$ cat config.mk
export PLATFORM = sky130hd
export DESIGN_NAME = hamming_fsk_tx_ctrl
export DESIGN_NICKNAME = d
export VERILOG_FILES = /design/src/rtl/hamming_fsk_tx_ctrl.sv
export SDC_FILE = /design/constraint.sdc
export NUM_CORES = 1
export LEC_CHECK = 0
export BUFFER_PORTS_ARGS = -buffer_cell sky130_fd_sc_hd__buf_2
export CAP_MARGIN = 20
export CORE_MARGIN = 10
export CORE_UTILIZATION = 28
export CTS_CLUSTER_SIZE = 25
export DETAILED_ROUTE_END_ITERATION = 12
export GPL_TIMING_DRIVEN = 1
export HOLD_SLACK_MARGIN = 0.15
export PLACE_DENSITY = 0.52
export SLEW_MARGIN = 20
export SYNTH_ARGS = -nofsm -noshare
export SYNTH_HDL_FRONTEND = slang
export SYNTH_SLANG_ARGS = --single-unit
$ cat constraint.sdc
create_clock -name clk -period 4.5 [get_ports clk]
set_input_delay 0.675 -clock clk [delete_from_list [all_inputs] [get_ports clk]]
set_output_delay 0.675 -clock clk [all_outputs]
set_load 0.05 [all_outputs]
$ cat src/rtl/hamming_fsk_tx_ctrl.sv
// hamming_fsk_tx_ctrl
// Transmit-side frame controller for the FSK link. Accepts one byte per
// valid/ready handshake, Hamming(12,8)-encodes it and serializes the frame
// start(0), 12 code bits MSB-first, stop(1), each bit lasting BIT_PERIOD clocks.
//
// Codeword layout: bit index i holds Hamming position i+1, so parity bits sit
// at indices 0,1,3,7 (positions 1,2,4,8) and data bits d0..d7 at indices
// 2,4,5,6,8,9,10,11.
//
// Optional build macro HAM_ERR_INJ_EN: when defined, err_inj/err_pos can
// invert one codeword bit at acceptance. When undefined those inputs are ignored.
module hamming_fsk_tx_ctrl #(
  parameter int BIT_PERIOD = 120
) (
  input  logic       clk,
  input  logic       rst_n,
  input  logic [7:0] tx_data,
  input  logic       tx_valid,
  output logic       tx_ready,
  input  logic       err_inj,
  input  logic [3:0] err_pos,
  output logic       fsk_bit,
  output logic       fsk_en,
  output logic       bit_strobe,
  output logic       busy,
  output logic       frame_done
);

  localparam int TW = (BIT_PERIOD > 1) ? $clog2(BIT_PERIOD) : 1;
  localparam logic [TW-1:0] T_LAST = TW'(BIT_PERIOD - 1);
  localparam logic [TW-1:0] T_PENULT = TW'(BIT_PERIOD - 2);

  typedef enum logic [1:0] {
    S_IDLE,
    S_START,
    S_DATA,
    S_STOP
  } state_t;

  state_t        r_state;
  logic [TW-1:0] r_timer;
  logic [3:0]    r_idx;
  logic [11:0]   r_cw;
  logic          r_tx_ready;
  logic          r_fsk_bit;
  logic          r_fsk_en;
  logic          r_bit_strobe;
  logic          r_busy;
  logic          r_frame_done;

  logic [11:0]   w_enc;
  logic [11:0]   w_cw_capture;
  logic          w_bit_last;

  // HammingEncoder: 8-bit datain -> 12-bit dataout, even parity per position group
  function automatic logic [11:0] hamming_encode(input logic [7:0] d);
    logic [11:0] c;
    c[2]  = d[0];
    c[4]  = d[1];
    c[5]  = d[2];
    c[6]  = d[3];
    c[8]  = d[4];
    c[9]  = d[5];
    c[10] = d[6];
    c[11] = d[7];
    c[0]  = d[0] ^ d[1] ^ d[3] ^ d[4] ^ d[6];
    c[1]  = d[0] ^ d[2] ^ d[3] ^ d[5] ^ d[6];
    c[3]  = d[1] ^ d[2] ^ d[3] ^ d[7];
    c[7]  = d[4] ^ d[5] ^ d[6] ^ d[7];
    return c;
  endfunction

  assign w_enc      = hamming_encode(tx_data);
  assign w_bit_last = (r_timer == T_LAST);

`ifdef HAM_ERR_INJ_EN
  // Optional single-bit corruption; positions 12..15 leave the codeword intact
  assign w_cw_capture = (err_inj && (err_pos <= 4'd11)) ? (w_enc ^ (12'd1 << err_pos)) : w_enc;
`else
  logic w_unused_err;
  assign w_unused_err = ^{err_inj, err_pos};
  assign w_cw_capture = w_enc;
`endif

  // Frame FSM: bit timer, bit index, codeword capture and all registered outputs
  always_ff @(posedge clk or negedge rst_n) begin
    if (!rst_n) begin
      r_state      <= S_IDLE;
      r_timer      <= '0;
      r_idx        <= '0;
      r_cw         <= '0;
      r_tx_ready   <= 1'b1;
      r_fsk_bit    <= 1'b1;
      r_fsk_en     <= 1'b0;
      r_bit_strobe <= 1'b0;
      r_busy       <= 1'b0;
      r_frame_done <= 1'b0;
    end else begin
      r_bit_strobe <= 1'b0;
      r_frame_done <= 1'b0;
      case (r_state)
        S_IDLE: begin
          if (tx_valid && r_tx_ready) begin
            r_cw         <= w_cw_capture;
            r_state      <= S_START;
            r_timer      <= '0;
            r_tx_ready   <= 1'b0;
            r_busy       <= 1'b1;
            r_fsk_en     <= 1'b1;
            r_fsk_bit    <= 1'b0;
            r_bit_strobe <= 1'b1;
          end
        end
        S_START: begin
          if (w_bit_last) begin
            r_state      <= S_DATA;
            r_timer      <= '0;
            r_idx        <= 4'd11;
            r_fsk_bit    <= r_cw[11];
            r_bit_strobe <= 1'b1;
          end else begin
            r_timer <= r_timer + 1'b1;
          end
        end
        S_DATA: begin
          if (w_bit_last) begin
            r_timer      <= '0;
            r_bit_strobe <= 1'b1;
            if (r_idx == 4'd0) begin
              r_state   <= S_STOP;
              r_fsk_bit <= 1'b1;
            end else begin
              r_idx     <= r_idx - 4'd1;
              r_fsk_bit <= r_cw[r_idx - 4'd1];
            end
          end else begin
            r_timer <= r_timer + 1'b1;
          end
        end
        S_STOP: begin
          // frame_done is registered, so raise it one cycle ahead of the last stop cycle
          if (r_timer == T_PENULT) begin
            r_frame_done <= 1'b1;
          end
          if (w_bit_last) begin
            r_state    <= S_IDLE;
            r_timer    <= '0;
            r_tx_ready <= 1'b1;
            r_busy     <= 1'b0;
            r_fsk_en   <= 1'b0;
            r_fsk_bit  <= 1'b1;
          end else begin
            r_timer <= r_timer + 1'b1;
          end
        end
        default: begin
          r_state <= S_IDLE;
        end
      endcase
    end
  end

  assign tx_ready   = r_tx_ready;
  assign fsk_bit    = r_fsk_bit;
  assign fsk_en     = r_fsk_en;
  assign bit_strobe = r_bit_strobe;
  assign busy       = r_busy;
  assign frame_done = r_frame_done;

endmodule

**Word-level counts from Yosys, hierarchy flattened**

Cells that the tools add are included.

- Flip-flop bits (word level): 30
- Logic and storage cells: 79

- $add $sub $neg: 2
- Magnitude comparators: 1
- Eq/ne operators: 11
- Multiplexer cells: 30
- Bitwise operators: 14
- Reductions and logical operators: 12

Operators with widths:

| operator | count |
|---|---|
| == test 7 bit (second input constant) | 2 |
| 2-to-1 mux 7 bit | 2 |
| case mux 7 bit (2 select lines) | 1 |
| bitwise XOR 1 bit | 14 |
| 2-to-1 mux 1 bit | 12 |
| 2-to-1 mux 4 bit | 3 |
| inequality test 2 bit (second input constant) | 6 |
| 2-to-1 mux 2 bit | 5 |
| case mux 2 bit (4 select lines) | 1 |
| case mux 4 bit (2 select lines) | 1 |
| AND reduction 4 bit | 2 |
| adder 7 x 1 -> 7 bit (second input constant) | 1 |
| case mux 1 bit (2 select lines) | 3 |
| less-than comparator 4 x 5 -> 1 bit (second input constant) | 1 |
| AND reduction 5 bit | 1 |
| binary-select mux 1 bit (select 4 bit) | 1 |
| == test 2 bit (second input constant) | 2 |
| zero test 4 bit | 1 |
| case mux 1 bit (4 select lines) | 1 |
| nonzero test 2 bit | 2 |
| subtractor 4 x 1 -> 4 bit (second input constant) | 1 |
| AND reduction 3 bit | 1 |
| OR reduction 3 bit | 1 |
| == test 2 x 1 -> 1 bit (second input constant) | 1 |
| 4 further kinds | 4 |

**Depth between registers and ports, before layout**

Gate-level depths: netlist of the first run.

- Depth in word-level cells: 6
- Mapped depth: 8
- Gate-level depth less buffers: 6

**Least setup slack after synthesis of the first run**

Ideal clock, no wire load.

- Kind: reg-to-reg
- Start point: register r_idx[0]
- End point: register r_state[1]
- Setup time: 0.128 ns
- Arrival: 1.751 ns
- Path slack: 2.622 ns
- Stages on the path, launching flop included: 8
- Clock period less this slack: 1.878 ns
- Cells stage by stage: dfrtp_1 -> buf_6 -> inv_1 -> ha_1 -> or3b_1 -> buf_6 -> a211oi_4 -> mux2_1

- Longest elaborated chain between the ends: 3

Ends and longest elaborated chain:

| item | line | text |
|---|---|---|
| start: declaration | 42 | `logic [3:0] r_idx;` |
| start signal: assignment | 133 | `r_idx <= r_idx - 4'd1;` |
| zero test 4 bit | 129 | `if (r_idx == 4'd0) begin` |
| inequality test 2 bit (no line) | - |  |
| AND reduction 5 bit (no line) | - |  |
| end signal: assignment | 130 | `r_state <= S_STOP;` |
| end signal: assignment | 146 | `r_state <= S_IDLE;` |
| end signal: assignment | 157 | `r_state <= S_IDLE;` |
| end: declaration | 40 | `state_t r_state;` |

Every way passes these cells.
A chain may end at the register's enable or synchronous reset.

**Worst setup path after layout of the first run**

- Start point: register r_idx[0]
- End point: register r_fsk_bit (netlist: fsk_bit)

- Longest elaborated chain between the ends: 6

Ends and longest elaborated chain:

| item | line | text |
|---|---|---|
| subtractor 4 x 1 -> 4 bit | 134 | `r_fsk_bit <= r_cw[r_idx - 4'd1];` |
| binary-select mux 1 bit (select 4 bit) | 134 |  |
| 2-to-1 mux 1 bit (implied by the code) | 134 |  |
| 2-to-1 mux 1 bit (*) | 129 |  |
| 2-to-1 mux 1 bit (*) | 126 | `if (w_bit_last) begin` |
| case mux 1 bit (4 select lines) (*) | 101 | `case (r_state)` |
| end signal: assignment | 119 | `r_fsk_bit <= r_cw[11];` |
| end signal: assignment | 134 |  |
| end: declaration | 45 | `logic r_fsk_bit;` |

Every way passes the cells marked *; elsewhere a longest branch is shown, timed or not. The select of a mux whose other input is x is not followed.

==> impl_metrics.tcl, run 1 <==
set metrics [dict create \
    routedWlPerCell_um 13.8 \
    min_period_ns 2.13 \
    core.rowCount 29 \
    io_buffers 16 \
    ys_warn_count 0 \
    insertion_delay_ns 0.28 \
    start_util_pct 28.5 \
    synth_top_cell_area_share_pct 38.9 \
    synth_compound_area_share_pct 15.5 \
    vias_per_cell 4.87 \
    worst_pin_slew_ns 0.718 \
    power_leakage_nw 0.871 \
    synth_top_family_by_area "compound AO/OA/AOI/OAI gates" \
    crit_type "reg2reg" \
    ioPinCount 22 \
    finalCritPeriodShare_pct 47.4 \
    antenna_cells 0 \
    route.vias.total 1266 \
    synth_top_area_cell "dfrtp_1" \
    power.total_uw 567 \
    grt_max_degree 31 \
    dpl.cell_count 252 \
    ys_seq_area_share_pct 41.9 \
    crit_fanout 9 \
    setup_viol 0 \
    crit_family "compound AO/OA/AOI/OAI gates" \
    synth_adder_area_share_pct 6.26 \
    slowest_stage "dfrtp_1" \
    fin_nets 207 \
    area_delta_synth_final_pct 11.4 \
    required_ns 4.71 \
    grt_use_total_pct 7.76 \
    dieArea_sq_mm 0.0100 \
    vdd_drop_max_uv 182 \
    gp_congestion 0.755 \
    coreArea_sq_mm 0.00631 \
    dp_hpwl_um 2580 \
    final_cell_area_sq_mm 0.00200 \
    grt_pass1_vias 1365 \
    synthSimpleGateAreaFrac_pct 12.9 \
    overflow 0 \
    synth.area.top_cells "dfrtp_1 39%, xnor2_1 6.3%, ha_1 6.3%, mux2_2 5.0%, o21ai_0 3.9%" \
    ys.flop_type "dfrtp_1" \
    root_buffer "clkbuf_8" \
    layout_common_cells "28 x dfrtp_1, 16 x buf_2, 14 x nand2_1, 14 x o21ai_0, 13 x xnor2_1" \
    drv_slew 0 \
    synth_edf_count 0 \
    drt_iter0_drc 85 \
    synth_xor_area_share_pct 8.28 \
    die_h_um 100 \
    clockBufferDepth 2 \
    worst_setup_path_end_kind "flip-flop" \
    finalNonFillerCells 260 \
    fin_setup_tns_ns 0 \
    slew_headroom_pct 52.0 \
    antenna_found_initial 0 \
    fp.dieW_um 100 \
    hp-class "in2async" \
    cellPowerDensity_mw_per_mm2 283 \
    routed_wl_um 3590 \
    rsz0062_at_grt "false" \
    postPlaceCellArea_sq_mm 0.00190 \
    crit_chain "inv_1 -> ha_1 -> mux2i_1 -> a311o_1 -> o311a_1 -> o211ai_2" \
    skew_ns 0.00470 \
    grt_pass1_wl_um 6470 \
    postCtsSetupRepairBufs 0 \
    final-hold-violation-count 0 \
    avgSynthCellArea_sq_um 10.6 \
    slowest_delay_ns 0.54 \
    ys_types 47 \
    synth_mux_area_share_pct 9.25 \
    drc_errors 0 \
    synthArstFlopShare_pct 100 \
    cp-start-kind "flip-flop" \
    drtAntennaViolNets 0 \
    whs_ns 0.428 \
    ys_ff_latch 30 \
    syn_area_sq_mm 0.00180 \
    cts_buffers 5 \
    timing.critical_path.buf_inv 1 \
    max_freq_mhz 469 \
    htree_levels 2 \
    drive_gt1_share_pct 23.0 \
    syn-num-nets 194 \
    layout_commonest_cell "dfrtp_1" \
    status "finished, final reports clean" \
    drt-pass1-iter-count 4 \
    maxCapViolCount 0 \
    cts_tree "yes" \
    holdBufCountCts 0 \
    cts.sinks 30 \
    clkSlewWorstSetupHoldPaths_ns 0.07 \
    arrival_ns 2.34 \
    postSynthCellCount 169 \
    cts-resized-gates 0 \
]
[report_power, final]
group	internal (mW)	switching, mW	total, mW	leakage [nW]
clock	0.163	0.105	0.268	0.0579
sequential	0.270	0	0.270	0.388
combinational	0.0133	0.0161	0.0293	0.425
[metrics by stage]
step	util, %	worst slack [ns]
after floorplan	-	2.62
after global placement	30.0	2.34
after detailed placement	30.0	2.36
after CTS	31.7	2.33
after global routing	31.7	2.21
final	31.7	2.37
[synthesized netlist by cell type, types with 2 or more instances]
cell	n
a21oi_1	4
a22oi_1	2
and2_1	3
buf_6	5
clkbuf_1	3
dfrtp_1	28
dfstp_2	2
ha_1	9
inv_1	7
mux2_2	8
mux2i_1	2
mux4_2	2
nand2_1	14
nand3_1	4
nand4_1	4
nor2_1	9
nor3_1	3
o211ai_1	2
o21ai_0	14
o31ai_1	2
xnor2_1	13
xor2_1	4
[path summary, 6_finish.rpt]
path,endpoint,start,cells after the start,slack [ns]
setup / recovery,fsk_bit,r_idx[0],6,2.37
hold / removal,r_state[1],rst_n,1,0.43
setup reg to reg,fsk_bit,r_idx[0],6,2.37
hold reg to reg,r_cw[1],r_cw[1],2,0.49
max in group asynchronous,r_cw[1],rst_n,1,3.62
min in group clk,r_cw[1],r_cw[1],2,0.49
[per-layer routing]
| metal | global-route usage [%] | wire [um] |
|---|---|---|
| met1 | 10.1 | 1810 |
| met2 | 11.8 | 1590 |
| met3 | 1.92 | 117 |
| met4 | 3.59 | 74 |
| met5 | 0 | 0 |
[state kept, by name (all words and copies together) (netlist names)]
signal      flops
bit_strobe      1
busy            1
frame_done      1
fsk_bit         1
r_cw           12
r_idx           4
r_state         2
r_timer         7
tx_ready        1
[worst reg2reg max path, cell delays in order, from the launching register on]
cell and delay (ns):
dfrtp_1 0.54, inv_1 0.15, ha_1 0.42, mux2i_1 0.15
a311o_1 0.35, o311a_1 0.31, o211ai_2 0.14
[kinds of logic after synthesis]
kind of cell,after synthesis
AND/OR/NAND/NOR,46
AO/OA/AOI/OAI,37
flip-flops,30
XOR/XNOR,17
buffers and inverters,17
multiplexers,13
adder cells (fa/ha/maj),9
[cell type report]
class,count,area [sq um]
Clock buffer,5,68.8
Clock inverter,3,40.0
Fill cell,671,4310
Inverter,7,26.3
Multi-Input combinational cell,122,940
Sequential cell,30,753
Tap cell,77,96.3
Timing Repair Buffer,16,80.1
No activity file was read; power rests on OpenSTA's default activity.
==> inputs of run 2 (changes only) <==
==> constraint.sdc (replaced) <==
create_clock -name clk -period 2.2 [get_ports clk]
set_input_delay 0.33 -clock clk [delete_from_list [all_inputs] [get_ports clk]]
set_output_delay 0.33 -clock clk [all_outputs]
set_load 0.05 [all_outputs]
==> run 2 against run 1 <==
Setup slack got worse by 2.1 ns. Combinational power up 110%. Global-route usage about the same. Cell count is 1.2% higher. Highest routed layer unchanged. Cell area grew 0.50%. Maximum frequency rose by 9.1%. Critical path type unchanged. Sequential cell count unchanged. Power increased by 86%.
==> impl_metrics.tcl, run 2 (synthesis gave the netlist of run 1 again) <==
set metrics [dict create \
    worstRegToRegCells 5 \
    required_ns 2.35 \
    fin_setup_tns_ns 0 \
    dp_slack_ns 0.257 \
    antenna_cells 0 \
    whs_ns 0.320 \
    slowest_stage "or3b_1" \
    fp.dieW_um 100 \
    cts_buffers 5 \
    hold_start "tx_data[0]" \
    ioPinCount 22 \
    reg2reg_slack_ns 0.24 \
    route.vias.total 1241 \
    htree_levels 2 \
    postCtsSetupRepairBufs 0 \
    slew_headroom_pct 53.6 \
    drv_slew 0 \
    setup_viol 0 \
    final-hold-violation-count 0 \
    timing.critical_path.buf_inv 1 \
    antenna_found_initial 0 \
    grt_pass1_vias 1340 \
    insertion_delay_ns 0.28 \
    slowest_delay_ns 0.50 \
    largest_register_ffs 12 \
    cts.sinks 30 \
    hp-class "in2reg" \
    clockBufferDepth 2 \
    power_leakage_nw 0.877 \
    skew_ns 0.00513 \
    top_register "r_cw" \
    io_buffers 16 \
    vdd_drop_max_uv 318 \
    worst_setup_path_end_kind "flip-flop" \
    crit_type "reg2reg" \
    grt_pass1_wl_um 6420 \
    dp_hpwl_um 2670 \
    vias_per_cell 4.72 \
    routed_wl_um 3620 \
    max_freq_mhz 511 \
    grt_max_degree 31 \
    arrival_ns 2.11 \
    hold_path_depth 2 \
    crit_fanout 8 \
    multi_input_area_sq_um 940 \
    overflow 0 \
    drt-pass1-iter-count 4 \
    regArea_sq_um 753 \
    r2r_start "r_idx[1]" \
    routedWlPerCell_um 13.7 \
    fin_nets 211 \
    grt_use_total_pct 7.79 \
    dieArea_sq_mm 0.0100 \
    finalCritPeriodShare_pct 88.9 \
    cts_tree "yes" \
    layout_common_cells "28 x dfrtp_1, 16 x buf_2, 14 x nand2_1, 14 x o21ai_0, 13 x xnor2_1" \
    setup_slack_ns 0.245 \
    crit_chain "inv_1 -> ha_1 -> or3b_1 -> a211oi_4 -> mux2_1" \
    cts-resized-gates 0 \
    area_delta_synth_final_pct 12.0 \
    drt_iter0_drc 85 \
    die_h_um 100 \
    gp_congestion 0.759 \
    coreArea_sq_mm 0.00631 \
    maxCapViolCount 0 \
    drive_gt1_share_pct 23.1 \
    core.rowCount 29 \
    start_util_pct 28.5 \
    min_to "r_cw[2]" \
    reg_top3 "r_cw x12, r_timer x7, r_idx x4" \
    clkSlewWorstSetupHoldPaths_ns 0.07 \
    min_period_ns 1.96 \
    rsz0062_at_grt "false" \
    root_buffer "clkbuf_8" \
    r2r_end "r_state[1]" \
    crit_cells 5 \
    drc_errors 0 \
    status "finished, final reports clean" \
    worst_pin_slew_ns 0.696 \
    nFillCells 687 \
    crit_family "simple AND/OR/NAND/NOR gates" \
    cp-start-kind "flip-flop" \
    layout_commonest_cell "dfrtp_1" \
    drtAntennaViolNets 0 \
    cellPowerDensity_mw_per_mm2 523 \
]
run 2: changes by cell type in the layout (fill, tap and decap cells not counted):
cell / delta
buf_4: +3
bufinv_16: -1
clkbuf_1: +1
clkbuf_8: +1
clkinv_2: -2
dlygate4sd3_1: +1
run 2: cell type report:
type                       count  area share, %
multi-input combinational    122           46.6
sequential                    30           37.4
timing repair buffer          20           5.59
tap                           77           4.78
clock buffer                   7           4.29
inverter                       7           1.30
run 2: report_power, final:
part / internal (mW) / switching (mW)
Clock: 0.248 / 0.192
Sequential: 0.552 / 0
Combinational: 0.0283 / 0.0329
run 2: per-stage QoR:
step,std cells,total power [mW],utilization (%),cell area [sq um]
5_1_grt,263,1.10,31.9,2010
6_report,263,1.05,31.9,2010
4_1_cts,263,1.07,31.9,2010
2_1_floorplan,169,0.593,-,1800
3_3_place_gp,255,0.624,30.4,1920
3_5_place_dp,255,0.624,30.4,1920
run 2: worst max path at each step:
stage | slack, ns | end | start
2_1_floorplan | 0.32 | r_state[1] | r_idx[0]
3_3_place_gp | 0.28 | r_state[1] | r_idx[1]
3_5_place_dp | 0.26 | r_state[1] | r_idx[1]
4_1_cts | 0.24 | r_state[1] | r_idx[1]
5_1_grt | 0.14 | r_state[1] | r_idx[1]
6_report | 0.24 | r_state[1] | r_idx[1]
run 2: metal layers:
layer	global-route usage, %	share of wire, %
met1	9.75	49
met5	0	0
met3	2.06	2.9
met4	3.91	2.1
met2	12.1	46
run 2: timing repair:
item,CTS,global route
setup endpoints to repair,0,0
hold endpoints to repair,28,0
hold buffers,1,0
==> inputs of run 3 (changes only) <==
--- a/config.mk
+++ b/config.mk
@@ -5,6 +5,7 @@
 export SDC_FILE = /design/constraint.sdc
 export NUM_CORES = 1
 export LEC_CHECK = 0
+export ABC_AREA = 1
 export BUFFER_PORTS_ARGS = -buffer_cell sky130_fd_sc_hd__buf_2
 export CAP_MARGIN = 20
 export CORE_MARGIN = 10
@@ -13,7 +14,8 @@
 export DETAILED_ROUTE_END_ITERATION = 12
 export GPL_TIMING_DRIVEN = 1
 export HOLD_SLACK_MARGIN = 0.15
-export PLACE_DENSITY = 0.52
+export PLACE_DENSITY = 0.53
+export REMOVE_ABC_BUFFERS = 1
 export SLEW_MARGIN = 20
 export SYNTH_ARGS = -nofsm -noshare
 export SYNTH_HDL_FRONTEND = slang
==> run 3 against run 2 <==
Utilization grew 1.3 points. Synthesized area shrank 5.7%. Cell area shrank 3.1%. Sequential share of layout area grew 1.2 points. Largest power group unchanged.
==> impl_metrics.tcl, run 3 <==
set metrics [dict create \
    fin_setup_tns_ns 0 \
    io_buffers 16 \
    crit_fanout 12 \
    top_register "r_cw" \
    skew_ns 0.00314 \
    die_h_um 97.8 \
    final-hold-violation-count 0 \
    max_freq_mhz 567 \
    multi_input_area_sq_um 830 \
    layout_common_cells "61 x nand2_1, 28 x dfrtp_1, 22 x inv_1, 16 x buf_2, 15 x nand3_1" \
    grt_use_total_pct 7.35 \
    grt_max_degree 31 \
    rsz0062_at_grt "false" \
    cts_tree "yes" \
    slew_headroom_pct 54.2 \
    nFillCells 644 \
    worst_pin_slew_ns 0.687 \
    gp_congestion 0.809 \
    ys_types 29 \
    cts_buffers 5 \
    setup_viol 0 \
    holdBufCountCts 1 \
    dp_hpwl_um 2490 \
    largest_register_ffs 12 \
    cellPowerDensity_mw_per_mm2 525 \
    synth_common_cells "61 x nand2_1, 28 x dfrtp_1, 22 x inv_1, 15 x nand3_1, 12 x o21ai_0" \
    min_period_ns 1.76 \
    route.vias.total 1321 \
    drive_gt1_share_pct 15.4 \
    fp.dieW_um 97.8 \
    drt_iter0_drc 71 \
    grt_pass1_wl_um 5920 \
    clkSlewWorstSetupHoldPaths_ns 0.06 \
    overflow 0 \
    antenna_found_initial 0 \
    status "finished, final reports clean" \
    finalCritPeriodShare_pct 80.2 \
    cts.sinks 30 \
    cts-resized-gates 0 \
    slowest_stage "dfrtp_1" \
    avgSynthCellArea_sq_um 8.32 \
    final_cell_area_sq_mm 0.00195 \
    drtAntennaViolNets 0 \
    clockBufferDepth 2 \
    ioPinCount 22 \
    ys_seq_area_share_pct 44.4 \
    ys.flop_type "dfrtp_1" \
    insertion_delay_ns 0.28 \
    yosysMostFrequentCell "nand2_1" \
    htree_levels 2 \
    slowest_delay_ns 0.46 \
    crit_chain "inv_2 -> ha_1 -> inv_1 -> nand3_1 -> nand3_1 -> nand3_1 -> nand2_1 -> nand2_1 -> nand2_1 -> nand2_1 -> nand2_1 -> nand2_1" \
    ys_ff_latch 30 \
    reg_top3 "r_cw x12, r_timer x7, r_idx x4" \
    crit_family "simple AND/OR/NAND/NOR gates" \
    antenna_cells 0 \
    postSynthCellCount 204 \
    ys_warn_count 0 \
    vdd_drop_max_uv 232 \
    drv_slew 0 \
    cpMostUsedCell "nand2_1" \
    grt_pass1_vias 1347 \
    arrival_ns 1.97 \
    drt-pass1-iter-count 4 \
    synth.area.top_cells "dfrtp_1 41%, nand2_1 13%, ha_1 6.6%, inv_1 4.9%, xnor2_1 4.6%" \
    routed_wl_um 3310 \
    routedWlPerCell_um 10.9 \
    coreArea_sq_mm 0.00589 \
    worst_setup_path_end_kind "flip-flop" \
    area_delta_synth_final_pct 15.0 \
    synthArstFlopShare_pct 100 \
    required_ns 2.41 \
    maxCapViolCount 0 \
    vias_per_cell 4.36 \
    layout_commonest_cell "nand2_1" \
    root_buffer "clkbuf_8" \
    start_util_pct 28.8 \
    synth_edf_count 0 \
    hp-class "in2reg" \
    postCtsSetupRepairBufs 0 \
    dieArea_sq_mm 0.00957 \
    regArea_sq_um 753 \
    cp-start-kind "flip-flop" \
    power_leakage_nw 0.973 \
    crit_type "reg2reg" \
    syn_area_sq_mm 0.00170 \
    synth_top_cell_area_share_pct 41.3 \
    synth_top_area_cell "dfrtp_1" \
    fin_nets 252 \
    postPlaceCellArea_sq_mm 0.00186 \
    timing.critical_path.buf_inv 2 \
    core.rowCount 28 \
    drc_errors 0 \
]
==> run 3: changes by cell type after synthesis, sizes merged, moves of 4 or more <==
cell   before  now
nand2      14   64
inv         7   24
nand3       4   15
mux2        9    0
buf         7    3
nor2        9   13
xnor2      13    9
==> run 3: metal layers <==
layer / routed length, um / track usage, %
met1: 1770 / 9.47
met2: 1380 / 10.6
met3: 80 / 2.04
met4: 85 / 4.36
met5: 0 / 0
==> run 3: report_power, final <==
group          total [mW]  internal [mW]  switching [mW]
combinational      0.0576         0.0254          0.0322
clock               0.416          0.224           0.192
sequential          0.552          0.552               0
total                1.03          0.802           0.224
==> run 3: logic make-up (layout without fill, tap and decap cells) <==
family / after synthesis / count (layout) / synth area share (%)
adders and majority gates: 9 / 9 / 6.64
buffers and inverters: 27 / 51 / 6.71
and+or+nand+nor: 100 / 100 / 26.5
AOI/OAI and AO/OA: 25 / 25 / 9.07
DFF: 30 / 30 / 44.4
xor gates and xnor gates: 13 / 13 / 6.71
==> run 3: metrics by stage <==
step / setup WS (ns) / total power [mW] / std cells / utilization, % / hold slack, ns
floorplan: 0.546 / 0.591 / 201 / - / 0.0344
global placement: 0.450 / 0.619 / 294 / 31.6 / 0.414
detailed placement: 0.460 / 0.620 / 294 / 31.6 / 0.421
CTS: 0.434 / 1.04 / 303 / 33.2 / 0.268
global route: 0.201 / 1.07 / 303 / 33.2 / 0.282
finish: 0.437 / 1.03 / 303 / 33.2 / 0.278
==> run 3: worst paths after layout <==
check,startpoint,end,slack [ns],cells after the start
worst min-delay path,tx_data[4],r_cw[8],0.28,3
max in group asynchronous,rst_n,r_idx[2],1.12,2
worst max register to register,r_idx[0],fsk_bit,0.44,12
worst min register to register,fsk_bit,fsk_bit,0.47,2
min in group asynchronous,rst_n,r_cw[6],0.63,2
worst max-delay path,r_idx[0],fsk_bit,0.44,12
==> run 3: worst min-delay path, cell delays in order <==
cell and delay [ns]:
buf_2 0.09, nand2_1 0.05, nand2_1 0.05
==> run 3: layout make-up <==
type                    count  share of cell area, %
repair buffers             19                   5.38
clock buffers               8                   4.10
flip-flops and latches     30                   38.6
inverters                  24                   4.62
well taps                  75                   4.81
multi-input cells         147                   42.5
